[src/rtl/tdm_pkg.sv]
// Shared types and constants for the 4-slot TDM demultiplexer.
package tdm_pkg;

    localparam int NUM_SLOTS = 4;

    typedef logic [1:0] slot_t;

    typedef enum logic {
        HUNT   = 1'b0,
        LOCKED = 1'b1
    } state_e;

endpackage

[src/rtl/tdm_slot_counter.sv]
// Mod-4 slot index counter: clear wins over load-to-1, which wins over enable.
module tdm_slot_counter
    import tdm_pkg::*;
(
    input  logic  clk,
    input  logic  reset,
    input  logic  en,
    input  logic  load1,
    input  logic  clr,
    output slot_t slot
);

    slot_t slot_q;
    slot_t slot_d;

    // Next slot index from the control inputs
    always_comb begin
        slot_d = slot_q;
        if (clr) begin
            slot_d = '0;
        end else if (load1) begin
            slot_d = slot_t'(1);
        end else if (en) begin
            slot_d = slot_q + slot_t'(1);
        end
    end

    // Slot register with synchronous reset
    always_ff @(posedge clk) begin
        if (reset) begin
            slot_q <= '0;
        end else begin
            slot_q <= slot_d;
        end
    end

    assign slot = slot_q;

endmodule

[src/rtl/tdm_demux4.sv]
// Four-slot TDM demultiplexer with sync-based framing.
//
// state  | meaning
// -------+-----------------------------------------------------------
// HUNT   | not framed; waiting for a valid beat with sync=1
// LOCKED | framed; slot tells which slot the next valid beat fills
module tdm_demux4
    import tdm_pkg::*;
#(
    parameter int WIDTH = 1
) (
    input  logic             clk,
    input  logic             reset,
    input  logic [WIDTH-1:0] din,
    input  logic             din_valid,
    input  logic             sync,
    output logic [WIDTH-1:0] a,
    output logic [WIDTH-1:0] b,
    output logic [WIDTH-1:0] c,
    output logic [WIDTH-1:0] d,
    output logic             frame_valid,
    output logic [1:0]       slot,
    output logic             sync_err
);

    state_e state_q, state_d;

    // Slots 0..2 are held here until the slot-3 beat completes the frame.
    logic [WIDTH-1:0] sh0_q, sh0_d;
    logic [WIDTH-1:0] sh1_q, sh1_d;
    logic [WIDTH-1:0] sh2_q, sh2_d;

    logic [WIDTH-1:0] a_q, a_d;
    logic [WIDTH-1:0] b_q, b_d;
    logic [WIDTH-1:0] c_q, c_d;
    logic [WIDTH-1:0] d_q, d_d;

    logic frame_valid_q, frame_valid_d;
    logic sync_err_q, sync_err_d;

    logic  cnt_en;
    logic  cnt_load1;
    logic  cnt_clr;
    slot_t slot_cur;

    tdm_slot_counter u_slot_counter (
        .clk   (clk),
        .reset (reset),
        .en    (cnt_en),
        .load1 (cnt_load1),
        .clr   (cnt_clr),
        .slot  (slot_cur)
    );

    // Framing FSM: next state, shadow capture, frame load and pulses
    always_comb begin
        state_d       = state_q;
        sh0_d         = sh0_q;
        sh1_d         = sh1_q;
        sh2_d         = sh2_q;
        a_d           = a_q;
        b_d           = b_q;
        c_d           = c_q;
        d_d           = d_q;
        frame_valid_d = 1'b0;
        sync_err_d    = 1'b0;
        cnt_en        = 1'b0;
        cnt_load1     = 1'b0;
        cnt_clr       = 1'b0;

        if (din_valid) begin
            unique case (state_q)
                HUNT: begin
                    if (sync) begin
                        sh0_d     = din;
                        cnt_load1 = 1'b1;
                        state_d   = LOCKED;
                    end
                end
                LOCKED: begin
                    if (sync) begin
                        // A sync mid-frame restarts the frame; the stale
                        // slots are simply overwritten as the new one fills.
                        sync_err_d = (slot_cur != slot_t'(0));
                        sh0_d      = din;
                        cnt_load1  = 1'b1;
                    end else begin
                        unique case (slot_cur)
                            2'd0: begin
                                sync_err_d = 1'b1;
                                cnt_clr    = 1'b1;
                                state_d    = HUNT;
                            end
                            2'd1: begin
                                sh1_d  = din;
                                cnt_en = 1'b1;
                            end
                            2'd2: begin
                                sh2_d  = din;
                                cnt_en = 1'b1;
                            end
                            default: begin
                                a_d           = sh0_q;
                                b_d           = sh1_q;
                                c_d           = sh2_q;
                                d_d           = din;
                                frame_valid_d = 1'b1;
                                cnt_en        = 1'b1;
                            end
                        endcase
                    end
                end
                default: state_d = HUNT;
            endcase
        end
    end

    // State, shadow, output and pulse registers
    always_ff @(posedge clk) begin
        if (reset) begin
            state_q       <= HUNT;
            sh0_q         <= '0;
            sh1_q         <= '0;
            sh2_q         <= '0;
            a_q           <= '0;
            b_q           <= '0;
            c_q           <= '0;
            d_q           <= '0;
            frame_valid_q <= 1'b0;
            sync_err_q    <= 1'b0;
        end else begin
            state_q       <= state_d;
            sh0_q         <= sh0_d;
            sh1_q         <= sh1_d;
            sh2_q         <= sh2_d;
            a_q           <= a_d;
            b_q           <= b_d;
            c_q           <= c_d;
            d_q           <= d_d;
            frame_valid_q <= frame_valid_d;
            sync_err_q    <= sync_err_d;
        end
    end

    assign a           = a_q;
    assign b           = b_q;
    assign c           = c_q;
    assign d           = d_q;
    assign frame_valid = frame_valid_q;
    assign sync_err    = sync_err_q;
    assign slot        = slot_cur;

endmodule

[config.mk]
export PLATFORM = sky130hd
export DESIGN_NAME = tdm_demux4
export DESIGN_NICKNAME = d
export VERILOG_FILES = /design/src/rtl/tdm_pkg.sv /design/src/rtl/tdm_slot_counter.sv /design/src/rtl/tdm_demux4.sv
export SDC_FILE = /design/constraint.sdc
export NUM_CORES = 1
export LEC_CHECK = 0
export ABC_AREA = 1
export CAP_MARGIN = 20
export CORE_AREA = 8 8 45 47
export CTS_BUF_LIST = sky130_fd_sc_hd__clkbuf_2 sky130_fd_sc_hd__clkbuf_4 sky130_fd_sc_hd__clkbuf_8
export CTS_CLUSTER_SIZE = 28
export DETAILED_ROUTE_END_ITERATION = 8
export DIE_AREA = 0 0 53 55
export PLACE_DENSITY = 0.81
export SLEW_MARGIN = 20
export SYNTH_ARGS = -nofsm -noshare
export SYNTH_HDL_FRONTEND = slang
export SYNTH_HIERARCHICAL = 1
export SYNTH_SLANG_ARGS = --single-unit
[constraint.sdc]
create_clock -name clk -period 2.14 [get_ports clk]
set_input_delay 0.321 -clock clk [delete_from_list [all_inputs] [get_ports clk]]
set_output_delay 0.321 -clock clk [all_outputs]
set_load 0.02 [all_outputs]
==> impl_summary.txt <==
----------------------------------------------------
[Worst setup path]
  CP Launch Type ... flop
  Depth of the worst register-to-register path ... 9
  Total stage count of the critical path ... 1
  Crit-path leading delay family ... buffers and inverters
  Setup crit end kind ... primary output
  Critical path required time ... 1.82 ns
  Arrival time at the worst endpoint ... 1.41 ns
  Cell chain of the critical path ... clkdlybuf4s50_1
  Startpoint-to-endpoint class of the critical path ... flop to primary output
  Maximum fanout along the worst path ... 8
  Slowest Stage Delay on Critical Path ... 0.67 ns
  Critical-path top delay cell ... clkdlybuf4s50_1
  Buffer and inverter count on the worst path ... 1

[STA]
  Unrepaired setup endpoints after global routing ... false
  Final hold viol count ... 0
  Setup violations, final ... 0
  Pin slew with the least headroom to its limit ... 0.275 ns
  Maximum operating frequency ... 576 MHz
  Clk_skew ... 0.00282 ns
  Final Critical Period ... 1.73 ns
  Period utilisation layout ... 81.1%
  Headroom to the max-slew limit ... 81.6%
  Setup TNS after final layout ... 0 ns
  Max-slew violation total from the final report ... 0

[Power and ir drop]
  Internal Power ... 350 µW
  Logic pwr share ... 9.6%
  Total net switching power ... 102 µW
  Leakage Power ... 0.000308 µW
  Power density of the placed cells ... 619 nW/µm²
  Worst VDD drop ... 0.000356 V
  Switching power as a share of total power ... 22.6%
  Fraction of power consumed by sequential logic ... 51.6%
  Clock network fraction of design power ... 38.8%

[Detailed routing]
  Highest layer used for signal routing ... met4
  First-pass iteration count of the detailed router ... 4
  Total length of routed met2 wires ... 437 µm
  Sum of met3 wire segment lengths after detailed routing ... 105 µm
  Routed WL per cell ... 9.67 µm
  DRT antenna net count ... 0
  Post-route DRC violation count ... 0
  Routed met1 length ... 507 µm
  Number of DRC markers in iteration 0 ... 10
  Wirelength, routed ... 1080 µm
  Number of vias per cell ... 4.54
  Vias post-DR ... 509

[Cells and area]
  Number of nets in the layout ... 104
  Count of fill cells added during filler insertion ... 151
  Sequential cell area ... 240 µm²
  Final Instance Count excl. Fillers ... 112
  Area added between synthesis and finish ... 31.8%
  Area occupied by multi-input gates ... 254 µm²
  Share of post-route cells with drive strength above 1 ... 13.5%
  Total inserted antenna cells ... 0

[Synthesis]
  Sequential-to-total area share from yosys stat ... 43.3%
  Syn Std Cell Area ... 554 µm²
  Basic-gate share of the synthesized area counting and, or, nand and nor cells ... 33.4%
  Cell count after synthesis ... 80
  Compound-gate portion of the synthesized area ... 7.90%
  Post-synth top area cell ... dfxtp_1
  Total nets after synthesis ... 87
  Post-synthesis cell type count ... 14
  Largest family of logic cells by synthesized area ... simple AND/OR/NAND/NOR gates
  Post-synthesis xor/xnor area fraction ... 0%
  Area fraction of the dominant cell type after synthesis ... 43.3%
  Adder-cell area share of the yosys netlist ... 4.51%
  YS warnings ... 6
  Multiplexer share of the synthesized area ... 0%
  Top cells by area, synth ... dfxtp_1, nand2_1, inv_1, nor2_1, nand3_1
  Mean Syn Cell Area ... 6.93 µm²
  Number of flip-flops and latches in the synthesized netlist ... 12

[Clock network]
  Number of buffers added for setup after CTS ... 0
  CTS H-Tree Depth ... 1
  Clock tree from TritonCTS ... built
  Number of buffers on the longest clock path ... 2
  Clock Pin Slew Worst Setup and Hold Paths ... 0.07 ns
  Skew-Pair Late Insertion Delay ... 0.27 ns
  Hold buffer count at cts ... 0
  Resize count post-CTS ... 0
  Clock tree sinks ... 12
  Root buf cell ... clkbuf_4
  Total clock buffers created by CTS ... 3

[Floorplan]
  # rows ... 14
  Overall die width ... 53 µm
  Core Footprint ... 1380 µm²
  Top-Level Pins ... 13
  Floorplan die area ... 2920 µm²
  Die Y ... 55 µm
  Initial Utilization ... 40.1%

[Placed design]
  DPL Wire Length ... 871 µm
  Placed insts ... 108
  Placer's final routability congestion estimate ... 0.803
  Number of port buffers ... 12

[Hold path]
  Tightest Hold Check Type ... flop to flop
  Count of cells along the worst hold path ... 2

[Global route]
  Initial antenna violation count ... 0
  Pin count of the biggest net entering global routing ... 9
  Remaining Overflow, GRT ... 0
  Number of global-route vias before repair ... 489
  Combined global-route utilization of all metal layers ... 9.04%
  Global-route wire length before repair ... 1930 µm

[Run]
  Number of maximum-capacitance constraint violations ... 0

[Status]
  Status ... finished, final reports clean

----------------------------------------------------
-- cells in the final DEF (no fill, tap or decap) --
cell type and count:
nor2_1 12, a21oi_1 5, nand3_1 8, a21oi_2 1, dfxtp_1 12, clkbuf_4 3
clkdlybuf4s50_1 12, nand2_2 3, nand2_1 17, inv_2 3, ha_1 2, o21ai_1 1
clkbuf_8 1, nor2_4 1, nor2_2 1, inv_1 13, o21ai_0 1
-- cells in the mapped netlist --
master and count:
a21oi_1 5, a21oi_2 1, dfxtp_1 12, ha_1 2
inv_1 13, inv_2 3, nand2_1 17, nand2_2 3
nand3_1 8, nor2_1 12, nor2_2 1, nor2_4 1
o21ai_0 1, o21ai_1 1
-- worst paths after layout --
path / from / to / slack, ns
max: u_slot_counter/slot[0] / slot[0] / 0.41
min: a / a / 0.46
max reg2reg: u_slot_counter/slot[0] / u_slot_counter/slot[1] / 0.83
min reg2reg: a / a / 0.46
-- cell type report --
type                       count  area share, %
clock buffer                   4           4.97
inverter                      16           8.22
multi-input combinational     52           34.8
sequential                    12           32.9
tap                           16           2.74
timing repair buffer          12           16.4
-- routing by layer --
metal,vias up,track usage [%]
met1,217,9.80
met4,0,7.76
li1,273,-
met5,-,0
met2,16,13.9
met3,3,3.21
-- cell families after synthesis --
| logic type | after synthesis |
|---|---|
| AO/OA/AOI/OAI | 8 |
| adder cells (fa/ha/maj) | 2 |
| buffers and inverters | 16 |
| flip-flops | 12 |
| AND/OR/NAND/NOR | 42 |
-- power groups by stage --
stage	clock network [µW]	registers, µW	logic (µW)
global placement	0	238	42.5
global route	193	234	50.4
CTS	186	233	44.0
detailed placement	0	239	43.7
finish	175	233	43.3
floorplan	0	240	22.5
-- state kept, by name, summed over array words and instances (netlist names) --
signal / flops
a: 1
sh2_q: 1
sh0_q: 1
state_q: 1
u_slot_counter/slot: 2
c: 1
sh1_q: 1
frame_valid: 1
d: 1
b: 1
sync_err: 1
-- through the flow --
step	power, µW	worst slack [ns]	area [µm²]	hold slack, ns	util, %
finish	452	0.405	731	0.462	52.8
floorplan	262	0.809	554	0.390	-
detailed placement	282	0.538	694	0.456	50.2
global route	478	0.338	731	0.486	52.8
global placement	281	0.581	694	0.448	50.2
CTS	463	0.374	731	0.466	52.8
No activity file was read; power rests on OpenSTA's default activity.
